`config.mk`:
```
export PLATFORM = sky130hd
export DESIGN_NAME = mem_port_arbiter_flat
export DESIGN_NICKNAME = d
export VERILOG_FILES = /design/src/rtl/mem_port_arbiter_if.sv /design/src/rtl/mem_port_arbiter.sv /design/src/flat_wrapper.sv
export SDC_FILE = /design/constraint.sdc
export NUM_CORES = 1
export LEC_CHECK = 0
export BUFFER_PORTS_ARGS = -buffer_cell sky130_fd_sc_hd__buf_2
export CORE_AREA = 10 10 206 208
export CTS_CLUSTER_SIZE = 28
export DETAILED_ROUTE_END_ITERATION = 6
export DIE_AREA = 0 0 216 218
export SLEW_MARGIN = 20
export SYNTH_ARGS = -nofsm -noshare
export SYNTH_HDL_FRONTEND = slang
export SYNTH_SLANG_ARGS = --single-unit
```
`constraint.sdc`:
```
create_clock -name clk -period 2.5 [get_ports clk]
set_clock_uncertainty 0.15 [all_clocks]
set_input_delay 0.25 -clock clk [delete_from_list [all_inputs] [get_ports clk]]
set_output_delay 0.25 -clock clk [all_outputs]
set_load 0.02 [all_outputs]
```
`src/rtl/mem_port_arbiter_if.sv`:
```
// Bus bundle for the IF/MEM to shared memory port arbiter.
// master is the arbiter side and slave is the environment side.
interface mem_port_arbiter_if;
  logic        if_valid;
  logic [63:0] if_addr;
  logic [1:0]  if_size;
  logic        if_ready;
  logic [63:0] if_data_read;
  logic [1:0]  if_resp;

  logic        mem_valid;
  logic        mem_wr;
  logic [63:0] mem_addr;
  logic [1:0]  mem_size;
  logic [63:0] mem_wdata;
  logic [7:0]  mem_wstrb;
  logic        mem_ready;
  logic [63:0] mem_data_read;
  logic [1:0]  mem_resp;

  logic        axi_valid;
  logic        axi_wr;
  logic [63:0] axi_addr;
  logic [1:0]  axi_size;
  logic [63:0] axi_wdata;
  logic [7:0]  axi_wstrb;
  logic        axi_ready;
  logic [63:0] axi_data_read;
  logic [1:0]  axi_resp;

  logic        owner;

  modport master (
    input  if_valid, if_addr, if_size,
    output if_ready, if_data_read, if_resp,
    input  mem_valid, mem_wr, mem_addr,
    input  mem_size, mem_wdata, mem_wstrb,
    output mem_ready, mem_data_read, mem_resp,
    output axi_valid, axi_wr, axi_addr,
    output axi_size, axi_wdata, axi_wstrb,
    input  axi_ready, axi_data_read, axi_resp,
    output owner
  );

  modport slave (
    output if_valid, if_addr, if_size,
    input  if_ready, if_data_read, if_resp,
    output mem_valid, mem_wr, mem_addr,
    output mem_size, mem_wdata, mem_wstrb,
    input  mem_ready, mem_data_read, mem_resp,
    input  axi_valid, axi_wr, axi_addr,
    input  axi_size, axi_wdata, axi_wstrb,
    output axi_ready, axi_data_read, axi_resp,
    input  owner
  );
endinterface

```
`src/rtl/mem_port_arbiter.sv`:
```
// Shares one memory port between fetch and load/store.
// MEM has priority; a starvation counter eventually lets IF through.
module mem_port_arbiter #(
  parameter int STARVE_LIMIT = 4
) (
  input logic            clk,
  input logic            rst,
  mem_port_arbiter_if.master bus
);

  typedef enum logic [1:0] {
    IDLE,
    BUSY_IF,
    BUSY_MEM
  } state_t;

  localparam logic [3:0] LIMIT = 4'(STARVE_LIMIT);

  state_t      state;
  state_t      state_nxt;
  logic [3:0]  starve_cnt;
  logic        grant_if;
  logic        grant_mem;
  logic        done;

  logic        valid_q;
  logic        wr_q;
  logic [63:0] addr_q;
  logic [1:0]  size_q;
  logic [63:0] wdata_q;
  logic [7:0]  wstrb_q;
  logic        owner_q;

  always_ff @(posedge clk) begin
    if (rst) state <= IDLE;
    else     state <= state_nxt;
  end

  always_comb begin
    state_nxt = state;
    grant_if  = 1'b0;
    grant_mem = 1'b0;
    done      = 1'b0;
    unique case (state)
      IDLE: begin
        if (bus.if_valid &&
            (!bus.mem_valid ||
             starve_cnt >= LIMIT)) begin
          grant_if  = 1'b1;
          state_nxt = BUSY_IF;
        end else if (bus.mem_valid) begin
          grant_mem = 1'b1;
          state_nxt = BUSY_MEM;
        end
      end
      BUSY_IF, BUSY_MEM: begin
        done = bus.axi_ready;
        if (bus.axi_ready) state_nxt = IDLE;
      end
      default: state_nxt = IDLE;
    endcase
  end

  always_comb begin
    bus.if_ready      = 1'b0;
    bus.if_data_read  = '0;
    bus.if_resp       = '0;
    bus.mem_ready     = 1'b0;
    bus.mem_data_read = '0;
    bus.mem_resp      = '0;
    if (done && state == BUSY_IF) begin
      bus.if_ready     = 1'b1;
      bus.if_data_read = bus.axi_data_read;
      bus.if_resp      = bus.axi_resp;
    end
    if (done && state == BUSY_MEM) begin
      bus.mem_ready     = 1'b1;
      bus.mem_data_read = bus.axi_data_read;
      bus.mem_resp      = bus.axi_resp;
    end
  end

  // Port registers only change on a grant or a completion.
  always_ff @(posedge clk) begin
    if (rst) begin
      valid_q <= 1'b0;
      wr_q    <= 1'b0;
      addr_q  <= '0;
      size_q  <= '0;
      wdata_q <= '0;
      wstrb_q <= '0;
      owner_q <= 1'b0;
    end else if (grant_mem) begin
      valid_q <= 1'b1;
      wr_q    <= bus.mem_wr;
      addr_q  <= bus.mem_addr;
      size_q  <= bus.mem_size;
      wdata_q <= bus.mem_wdata;
      wstrb_q <= bus.mem_wstrb;
      owner_q <= 1'b1;
    end else if (grant_if) begin
      valid_q <= 1'b1;
      wr_q    <= 1'b0;
      addr_q  <= bus.if_addr;
      size_q  <= bus.if_size;
      wdata_q <= '0;
      wstrb_q <= '0;
      owner_q <= 1'b0;
    end else if (done) begin
      valid_q <= 1'b0;
    end
  end

  always_ff @(posedge clk) begin
    if (rst)
      starve_cnt <= '0;
    else if (grant_if)
      starve_cnt <= '0;
    else if (grant_mem && bus.if_valid &&
             starve_cnt != 4'hF)
      starve_cnt <= starve_cnt + 4'd1;
  end

  assign bus.axi_valid = valid_q;
  assign bus.axi_wr    = wr_q;
  assign bus.axi_addr  = addr_q;
  assign bus.axi_size  = size_q;
  assign bus.axi_wdata = wdata_q;
  assign bus.axi_wstrb = wstrb_q;
  assign bus.owner     = owner_q;

endmodule
```
`src/flat_wrapper.sv`:
```
// flat-port wrapper written by rule: the top's interface ports become plain ports
module mem_port_arbiter_flat 
#(
  parameter int STARVE_LIMIT = 4
)
  (clk, rst, bus_if_valid, bus_if_addr, bus_if_size, bus_if_ready, bus_if_data_read, bus_if_resp, bus_mem_valid, bus_mem_wr, bus_mem_addr, bus_mem_size, bus_mem_wdata, bus_mem_wstrb, bus_mem_ready, bus_mem_data_read, bus_mem_resp, bus_axi_valid, bus_axi_wr, bus_axi_addr, bus_axi_size, bus_axi_wdata, bus_axi_wstrb, bus_axi_ready, bus_axi_data_read, bus_axi_resp, bus_owner);
  mem_port_arbiter_if bus_i ();
  input logic clk;
  input logic rst;
  input wire logic [$bits(bus_i.if_valid)-1:0] bus_if_valid;
  input wire logic [$bits(bus_i.if_addr)-1:0] bus_if_addr;
  input wire logic [$bits(bus_i.if_size)-1:0] bus_if_size;
  output wire logic [$bits(bus_i.if_ready)-1:0] bus_if_ready;
  output wire logic [$bits(bus_i.if_data_read)-1:0] bus_if_data_read;
  output wire logic [$bits(bus_i.if_resp)-1:0] bus_if_resp;
  input wire logic [$bits(bus_i.mem_valid)-1:0] bus_mem_valid;
  input wire logic [$bits(bus_i.mem_wr)-1:0] bus_mem_wr;
  input wire logic [$bits(bus_i.mem_addr)-1:0] bus_mem_addr;
  input wire logic [$bits(bus_i.mem_size)-1:0] bus_mem_size;
  input wire logic [$bits(bus_i.mem_wdata)-1:0] bus_mem_wdata;
  input wire logic [$bits(bus_i.mem_wstrb)-1:0] bus_mem_wstrb;
  output wire logic [$bits(bus_i.mem_ready)-1:0] bus_mem_ready;
  output wire logic [$bits(bus_i.mem_data_read)-1:0] bus_mem_data_read;
  output wire logic [$bits(bus_i.mem_resp)-1:0] bus_mem_resp;
  output wire logic [$bits(bus_i.axi_valid)-1:0] bus_axi_valid;
  output wire logic [$bits(bus_i.axi_wr)-1:0] bus_axi_wr;
  output wire logic [$bits(bus_i.axi_addr)-1:0] bus_axi_addr;
  output wire logic [$bits(bus_i.axi_size)-1:0] bus_axi_size;
  output wire logic [$bits(bus_i.axi_wdata)-1:0] bus_axi_wdata;
  output wire logic [$bits(bus_i.axi_wstrb)-1:0] bus_axi_wstrb;
  input wire logic [$bits(bus_i.axi_ready)-1:0] bus_axi_ready;
  input wire logic [$bits(bus_i.axi_data_read)-1:0] bus_axi_data_read;
  input wire logic [$bits(bus_i.axi_resp)-1:0] bus_axi_resp;
  output wire logic [$bits(bus_i.owner)-1:0] bus_owner;
  assign bus_i.if_valid = bus_if_valid;
  assign bus_i.if_addr = bus_if_addr;
  assign bus_i.if_size = bus_if_size;
  assign bus_if_ready = bus_i.if_ready;
  assign bus_if_data_read = bus_i.if_data_read;
  assign bus_if_resp = bus_i.if_resp;
  assign bus_i.mem_valid = bus_mem_valid;
  assign bus_i.mem_wr = bus_mem_wr;
  assign bus_i.mem_addr = bus_mem_addr;
  assign bus_i.mem_size = bus_mem_size;
  assign bus_i.mem_wdata = bus_mem_wdata;
  assign bus_i.mem_wstrb = bus_mem_wstrb;
  assign bus_mem_ready = bus_i.mem_ready;
  assign bus_mem_data_read = bus_i.mem_data_read;
  assign bus_mem_resp = bus_i.mem_resp;
  assign bus_axi_valid = bus_i.axi_valid;
  assign bus_axi_wr = bus_i.axi_wr;
  assign bus_axi_addr = bus_i.axi_addr;
  assign bus_axi_size = bus_i.axi_size;
  assign bus_axi_wdata = bus_i.axi_wdata;
  assign bus_axi_wstrb = bus_i.axi_wstrb;
  assign bus_i.axi_ready = bus_axi_ready;
  assign bus_i.axi_data_read = bus_axi_data_read;
  assign bus_i.axi_resp = bus_axi_resp;
  assign bus_owner = bus_i.owner;
  mem_port_arbiter #(.STARVE_LIMIT(STARVE_LIMIT)) u_core (.clk(clk), .rst(rst), .bus(bus_i));
endmodule
```
==> results.toml, run 1 <==
[sta]
timing.final.ws_setup_ns = 0.121
worstMarginPinSlew_ns = 0.580
fmax_ghz = 0.420
drv_slew = 0
rsz0062_at_grt = "yes"
min_period_over_period_pct = 95.2
hold_viol_final = 0
relSlewSlack_pct = 61.3
finalSetupViolCount = 0
layout_min_cycle_time_ns = 2.38

[status]
status = "completed"

[global_routing]
grt_overflow = 0
grt_use_total_pct = 15.0
grt_pass1_vias = 9339
grt_start_max_net_pins = 74
antenna_found_initial = 2
grt_pass1_wl_microns = 55500

[die]
dieArea_sq_um = 47100
io_pins = 551
die_h_microns = 218
row_count = 72
core_sq_um = 38300
fp.dieW_microns = 216
start_util_pct = 16.4

[cells_and_area]
nets = 1671
final_util_pct = 32.1
drive_gt1_share_pct = 43.8
multi_input_area_sq_um = 3020
seq_area_sq_um = 2940
area_growth_pct = 95.5
final.fill_count = 3812

[routing]
vias = 8747
first_iter_violations = 758
wl_microns = 38500
wl_per_cell_microns = 20.0
drc = 0
final_antenna_net_count = 0
dr.pass1.iters = 5
vias_per_cell = 4.55

[critical_path]
worstSetupEndpointType = "primary output"
cp_max_fo = 33
path_class = "flop to primary output"
arrival_ns = 1.98
crit_required_ns = 2.10
start_kind = "flop"

[clock_tree]
tritoncts = "done"
numCtsBuffers = 17
clock_path_buffers = 2
htreeDepth = 4
clock-sinks = 147
worstSkewPairLatency_ns = 0.44
root_buffer = "clkbuf_16"
path_clk_slew_ns = 0.07

[pwr]
power.total_uw = 7080
vdd_drop_max_v = 0.000310
power.density_nw_per_um2 = 575
power_leakage_uw = 0.00631

[synth]
yosys_warnings = 0
seq_area_frac_synth_pct = 46.8
synth_area_sq_um = 6290
synthesis.nets = 960
syn-instance-count = 680
synth.distinct_cells = 30
ys_ff_latch = 147
synth_area_per_cell_sq_um = 9.26

[placed_design]
place_congestion = 0.798
hpwl_microns = 26800
pre_cts_ws_ns = 0.478
port_buffers = 550

[run]
cap_violations = 0

[worst_hold_path]
min_path_type = "input port to flop"
[metal layers]
metal / up-vias / track usage, % / wire [microns]
met5: - / 0 / 0
met4: 0 / 7.92 / 1540
met3: 76 / 5.30 / 3430
met2: 529 / 25.9 / 19100
met1: 4155 / 15.8 / 14500
li1: 3987 / - / -
[layout make-up]
type | count | share of cell area (%)
Timing Repair Buffer | 776 | 41.4
Multi-Input combinational cell | 445 | 24.6
Sequential cell | 147 | 23.9
Tap cell | 518 | 5.27
Clock buffer | 18 | 3.57
Clock inverter | 14 | 1.15
Inverter | 4 | 0.122
Antenna cell | 1 | 0.0203
[placed cells by master (no fill, tap or decap), types with 4 or more instances in the layout]
| cell type | n |
|---|---|
| a21oi_1 | 72 |
| a22o_1 | 73 |
| dlygate4sd3_1 | 204 |
| inv_1 | 4 |
| buf_12 | 8 |
| and3_1 | 66 |
| a32oi_1 | 66 |
| nand3_1 | 68 |
| dfxtp_1 | 147 |
| buf_2 | 550 |
| clkbuf_16 | 18 |
| clkinvlp_4 | 4 |
| and2_1 | 67 |
| buf_4 | 10 |
| inv_6 | 7 |
| nand2_1 | 4 |
[synthesized netlist by cell type]
master	count	area, sq um
or3b_1	1	8.76
nand3_1	68	340
clkbuf_1	54	203
or3b_2	1	8.76
and3_1	67	419
and2_1	69	432
o21ai_1	1	5.00
a22o_1	73	639
nor2_1	3	11.3
nor3b_1	1	7.51
nor2b_1	1	6.26
and3b_1	1	8.76
o21ai_0	2	10.0
o21ai_2	1	8.76
or4_1	1	7.51
a32oi_1	66	578
a41oi_1	1	8.76
inv_1	4	15.0
buf_1	7	26.3
a211oi_1	1	7.51
nand4_1	1	6.26
buf_2	22	110
buf_6	2	22.5
nand2_1	4	15.0
nand2b_1	1	6.26
dfxtp_1	147	2940
a21oi_1	72	360
o31ai_1	2	15.0
a21o_1	2	15.0
ha_1	4	50.1
[cell families after synthesis]
family                     count (synthesis)  synth area share, %
DFF                                      147                 46.8
adders and majority gates                  4                0.795
and+or+nand+nor                          219                 20.3
buffers and inverters                     89                 5.98
AOI/OAI and AO/OA                        221                 26.2
[power breakdown]
| group | internal, uW | switching (uW) | total [uW] |
|---|---|---|---|
| logic | 843 | 1030 | 1870 |
| registers | 2540 | 108 | 2640 |
| clock network | 1430 | 1140 | 2560 |
[path summary, 6_finish.rpt]
kind | slack [ns] | endpoint | cells after the start | startpoint
max | 0.12 | bus_if_data_read[13] | 6 | u_core.state[1]$_SDFFE_PP0P_
min | 0.04 | u_core.bus.axi_valid$_SDFFE_PP0P_ | 4 | bus_axi_ready
max reg2reg | 0.13 | u_core.bus.axi_addr[13]$_SDFFE_PP0P_ | 5 | u_core.starve_cnt[3]$_SDFFE_PP0P_
min reg2reg | 0.31 | u_core.bus.axi_valid$_SDFFE_PP0P_ | 2 | u_core.bus.axi_valid$_SDFFE_PP0P_
[metrics by stage]
step | setup TNS [ns] | std cells | hold slack [ns] | instance area, sq um
after floorplan | 0 | 680 | 0.233 | 6290
after global placement | 0 | 1681 | 0.296 | 9600
after detailed placement | 0 | 1681 | 0.299 | 9600
after CTS | 0 | 1917 | 0.00697 | 12200
after global routing | -0.00398 | 1923 | 0.0477 | 12300
final | 0 | 1923 | 0.0424 | 12300
[what timing repair did]
action                                 4_1_cts  5_1_grt
setup endpoints to repair                    0      113
hold buffers                               204        0
endpoints found under the hold margin      139        0
gates resized for setup                      0        7
buffers inserted                             0        3
[worst max-delay path, stage by stage, from the launching register on]
cell       delay [ns]
dfxtp_1          0.37
inv_1            0.08
ha_2             0.34
and3_4           0.23
clkbuf_16        0.21
and2_1           0.14
buf_2            0.16
[state kept, by name (all words and copies together), names as in the netlist]
| register | count |
|---|---|
| u_core.bus.axi_addr | 64 |
| u_core.starve_cnt | 4 |
| u_core.bus.axi_wr | 1 |
| u_core.bus.owner | 1 |
| u_core.state | 2 |
| u_core.bus.axi_wdata | 64 |
| u_core.bus.axi_size | 2 |
| u_core.bus.axi_wstrb | 8 |
| u_core.bus.axi_valid | 1 |
Power figures use the tool's default switching activity.
==> inputs of run 2 (changes only) <==
--- a/config.mk
+++ b/config.mk
@@ -5,11 +5,11 @@
 export SDC_FILE = /design/constraint.sdc
 export NUM_CORES = 1
 export LEC_CHECK = 0
-export BUFFER_PORTS_ARGS = -buffer_cell sky130_fd_sc_hd__buf_2
 export CORE_AREA = 10 10 206 208
 export CTS_CLUSTER_SIZE = 28
 export DETAILED_ROUTE_END_ITERATION = 6
 export DIE_AREA = 0 0 216 218
+export DONT_BUFFER_PORTS = 1
 export SLEW_MARGIN = 20
 export SYNTH_ARGS = -nofsm -noshare
 export SYNTH_HDL_FRONTEND = slang
==> results.toml, run 2 (synthesis gave the netlist of run 1 again) <==
[status]
status = "completed"

[pwr]
vdd_drop_max_v = 0.000315
power.density_nw_per_um2 = 695
power_leakage_uw = 0.00379

[clock_tree]
cts_setup_buffers = 0
clock_path_buffers = 2
clock-sinks = 147
htreeDepth = 4
root_buffer = "clkbuf_16"
numCtsBuffers = 17
tritoncts = "done"
path_clk_slew_ns = 0.07
worstSkewPairLatency_ns = 0.44

[global_routing]
grt_pass1_vias = 7046
grt_overflow = 0
grt_use_total_pct = 13.7
grt_pass1_wl_microns = 49000
grt_start_max_net_pins = 74
antenna_found_initial = 5

[critical_path]
crit_required_ns = 2.10
start_kind = "flop"
worstSetupEndpointType = "primary output"
arrival_ns = 1.99
path_cells = "inv_1 > ha_2 > and3_2 > buf_12 > and2_1"
cpLargestDelayFamily = "simple AND/OR/NAND/NOR gates"
path_class = "flop to primary output"
cp_max_fo = 67
timing.critical_path.buf_inv = 2
ff2ff_setup_slack_ns = 0.16
slowest_stage = "dfxtp_1"
cpPeakStageDelay_ns = 0.37

[routing]
wl_microns = 36000
wl_per_cell_microns = 26.1
final_antenna_net_count = 0
dr.pass1.iters = 5
vias_per_cell = 4.89
vias = 6727
first_iter_violations = 834
drc = 0

[cells_and_area]
mostFrequentLayoutCells = "dlygate4sd3_1, dfxtp_1, a22o_1"
multi_input_area_sq_um = 3030
post-route-cell-area_sq_um = 9570
final.fill_count = 3948
nets = 1115
seq_area_sq_um = 2940
layout_commonest_cell = "dlygate4sd3_1"
area_growth_pct = 52.0
fin_cells = 1376
drive_gt1_share_pct = 7.78

[die]
start_util_pct = 16.4
core_sq_um = 38300
io_pins = 551
row_count = 72
die_h_microns = 218
dieArea_sq_um = 47100
fp.dieW_microns = 216

[sta]
min_period_over_period_pct = 95.7
setup-tns-final_ns = 0
relSlewSlack_pct = 65.6
worstMarginPinSlew_ns = 0.516
hold_viol_final = 0
fmax_ghz = 0.418
layout_min_cycle_time_ns = 2.39
drv_slew = 0
finalSetupViolCount = 0
worst_hold_slack_ns = 0.0529

[placed_design]
hpwl_microns = 23500
port_buffers = 0
placed_cell_area_sq_um = 6800
placed_cells = 1124
place_congestion = 0.777

[worst_hold_path]
min_path_type = "input port to flop"

[run]
cap_violations = 0
## run 2: cell type report
type	count	share of cell area, %
clock buffers	18	4.59
multi-input cells	444	31.6
diodes	10	0.261
repair buffers	221	24.4
clock inverters	14	1.48
well taps	518	6.77
inverters	4	0.157
flip-flops and latches	147	30.7
## run 2: per-stage QoR
stage | setup WS (ns) | power (uW) | util, %
3_3_place_gp | 0.362 | 3710 | 17.8
2_1_floorplan | 0.547 | 3500 | -
6_report | 0.108 | 6650 | 25.0
4_1_cts | 0.0537 | 6670 | 24.8
5_1_grt | -0.0110 | 6910 | 25.0
3_5_place_dp | 0.265 | 3730 | 17.8
## run 2: what timing repair did
| item | CTS | global route |
|---|---|---|
| hold buffers | 209 | 0 |
| hold endpoints to repair | 147 | 0 |
| gates resized for setup | 0 | 14 |
| setup endpoints to repair | 0 | 55 |
## run 2: power breakdown
part           switching [uW]  internal [uW]  total (uW)
Sequential                404           2540        2940
Clock                    1130           1430        2560
Combinational             603            553        1160
## run 2: path summary, 6_finish.rpt
kind | startpoint | to | cells past startpoint
max | u_core.state[1]$_SDFFE_PP0P_ | bus_if_data_read[5] | 5
min | rst | u_core.bus.axi_addr[36]$_SDFFE_PP0P_ | 2
max reg2reg | u_core.state[0]$_SDFFE_PP0P_ | u_core.bus.axi_addr[6]$_SDFFE_PP0P_ | 7
min reg2reg | u_core.starve_cnt[1]$_SDFFE_PP0P_ | u_core.starve_cnt[1]$_SDFFE_PP0P_ | 2
## run 2: layer usage
metal | vias to the layer above | global-route usage [%] | wire length, microns
li1 | 2885 | - | -
met1 | 3228 | 13.8 | 12500
met2 | 546 | 23.4 | 18000
met3 | 68 | 6.07 | 4030
met4 | 0 | 7.97 | 1450
met5 | - | 0 | 0
==> inputs of run 3 (changes only) <==
--- a/config.mk
+++ b/config.mk
@@ -5,6 +5,7 @@
 export SDC_FILE = /design/constraint.sdc
 export NUM_CORES = 1
 export LEC_CHECK = 0
+export ABC_AREA = 1
 export CORE_AREA = 10 10 206 208
 export CTS_CLUSTER_SIZE = 28
 export DETAILED_ROUTE_END_ITERATION = 6
==> results.toml, run 3 <==
[status]
status = "completed"

[pwr]
vdd_drop_max_v = 0.000771
power_leakage_uw = 0.00515
power.density_nw_per_um2 = 667

[clock_tree]
clock_path_buffers = 2
root_buffer = "clkbuf_16"
htreeDepth = 4
worstSkewPairLatency_ns = 0.45
tritoncts = "done"
path_clk_slew_ns = 0.07
numCtsBuffers = 17
clock-sinks = 147

[global_routing]
grt_overflow = 0
grt_start_max_net_pins = 94
antenna_found_initial = 4
grt_pass1_wl_microns = 57600
grt_use_total_pct = 16.4
grt_pass1_vias = 8611

[sta]
min_period_over_period_pct = 92.8
worstMarginPinSlew_ns = 0.577
worst_hold_slack_ns = 0.0224
setup-tns-final_ns = 0
hold_viol_final = 0
relSlewSlack_pct = 61.4
fmax_ghz = 0.431
layout_min_cycle_time_ns = 2.32
drv_slew = 0
finalSetupViolCount = 0
rsz0062_at_grt = "no"

[cells_and_area]
fin_cells = 1850
seq_area_sq_um = 2940
multi_input_area_sq_um = 3210
mostFrequentLayoutCells = "nand2_1, dlygate4sd3_1, dfxtp_1"
drive_gt1_share_pct = 9.17
area_growth_pct = 53.4
nets = 1600
layout_commonest_cell = "nand2_1"
final.fill_count = 4043

[routing]
wl_met3_microns = 4880
drt-met1-wl_microns = 13900
top_layer_used = "met5"
final_antenna_net_count = 0
dr.pass1.iters = 5
vias_per_cell = 4.64
wl_per_cell_microns = 22.5
vias = 8581
first_iter_violations = 823
drc = 0
wl_met2_microns = 21100
wl_microns = 41700

[critical_path]
crit_required_ns = 2.74
cpPeakStageDelay_ns = 0.55
worstSetupEndpointType = "flop"
slowest_stage = "dlygate4sd3_1"
arrival_ns = 2.56
start_kind = "flop"
path_class = "flop to flop"
cp_max_fo = 32
path_cells = "inv_1 > ha_4 > o21ai_4 > buf_6 > nand2_1 > nand3_1 > dlygate4sd3_1 > nand2_1 > inv_1"
cpLargestDelayFamily = "buffers and inverters"
timing.critical_path.buf_inv = 4

[synth]
synth_mux_area_share_pct = 0
synth-simple-area-share_pct = 37.9
ys_ff_latch = 147
yosys_warnings = 0
synth_edf_count = 0
synthAdderAreaFrac_pct = 0.711
syn-instance-count = 1093
synth_area_sq_um = 7040
synth.distinct_cells = 22
synthXorXnorAreaFrac_pct = 0
synth_ff_type = "dfxtp_1"
yosys.cell_count.top_type = "nand2_1"
ys_top_cells_by_count = "nand2_1, dfxtp_1, inv_1, nor2_1, nand3_1"
seq_area_frac_synth_pct = 41.8
synthTopCellsByArea = "dfxtp_1, nand2_1, nand3_1"
synth_area_per_cell_sq_um = 6.44
synth_compound_area_share_pct = 6.31
synthesis.nets = 1373
postSynth.asyncResetShare_pct = 0
synth_top_family_by_area = "simple AND/OR/NAND/NOR gates"
yosysTopAreaCell = "dfxtp_1"
synth_top_area_share_pct = 41.8

[placed_design]
port_buffers = 0
placed_cells = 1600
place_congestion = 0.967
hpwl_microns = 29900

[die]
core_sq_um = 38300
start_util_pct = 18.4
dieArea_sq_um = 47100
fp.dieW_microns = 216
die_h_microns = 218
io_pins = 551
row_count = 72

[worst_hold_path]
min_path_type = "input port to flop"

[run]
cap_violations = 0
run 3: cell types whose count changed in the layout (fill, tap and decap cells not counted), moves of 66 or more:
cell / previous run / this run
a32oi_1: 66 / 0
and3_1: 66 / 0
buf_4: 1 / 70
a22o_1: 73 / 0
nor2_1: 3 / 134
inv_1: 4 / 140
nand2_1: 4 / 309
a21oi_1: 72 / 6
run 3: worst min-delay path, delay by kind of cell:
kind             cells  cell delay (ns)
AO/OA/AOI/OAI        2             0.16
AND/OR/NAND/NOR      3             0.17
run 3: layout make-up:
type,instances,area share [%]
multi-input combinational,720,29.7
sequential,147,27.2
timing repair buffer,292,26.4
tap,518,6.00
inverter,142,4.93
clock buffer,20,4.23
clock inverter,10,1.46
antenna,1,0.0232
run 3: per-layer routing:
metal	track usage (%)	vias up
met3	7.09	97
met2	29.2	673
met4	8.44	4
met1	15.8	3945
li1	-	3862
met5	0	-
run 3: power breakdown:
part / leakage [uW] / total [uW] / internal (uW) / switching, uW
clock network: 0.000294 / 2740 / 1700 / 1040
logic: 0.00365 / 1490 / 626 / 865
registers: 0.00121 / 2970 / 2550 / 429
run 3: what timing repair did:
action	CTS	global route
buffers inserted	0	5
endpoints found under the hold margin	147	0
gates resized for setup	0	3
hold buffers	213	0
setup endpoints to repair	0	47
run 3: cell families after synthesis:
family,count (synthesis)
buffers and inverters,226
and+or+nand+nor,628
adders and majority gates,4
AOI/OAI and AO/OA,88
DFF,147
run 3: path summary, 6_finish.rpt:
check	cells after the start	slack [ns]	start	endpoint
worst max-delay path	9	0.18	u_core.state[0]$_SDFFE_PP0P_	u_core.bus.axi_addr[54]$_SDFFE_PP0P_
worst min-delay path	5	0.02	bus_if_valid	u_core.bus.axi_addr[28]$_SDFFE_PP0P_
worst max register to register	9	0.18	u_core.state[0]$_SDFFE_PP0P_	u_core.bus.axi_addr[54]$_SDFFE_PP0P_
worst min register to register	2	0.31	u_core.starve_cnt[3]$_SDFFE_PP0P_	u_core.starve_cnt[3]$_SDFFE_PP0P_
run 3: metrics by stage:
step                util, %  worst slack [ns]  power, uW  area (sq um)
floorplan                 -             0.536       3670          7040
global placement       20.8             0.409       4030          7960
detailed placement     20.8             0.344       4050          7960
CTS                    28.0            0.0159       7200         10700
global route           28.2            0.0564       7510         10800
finish                 28.2             0.181       7210         10800
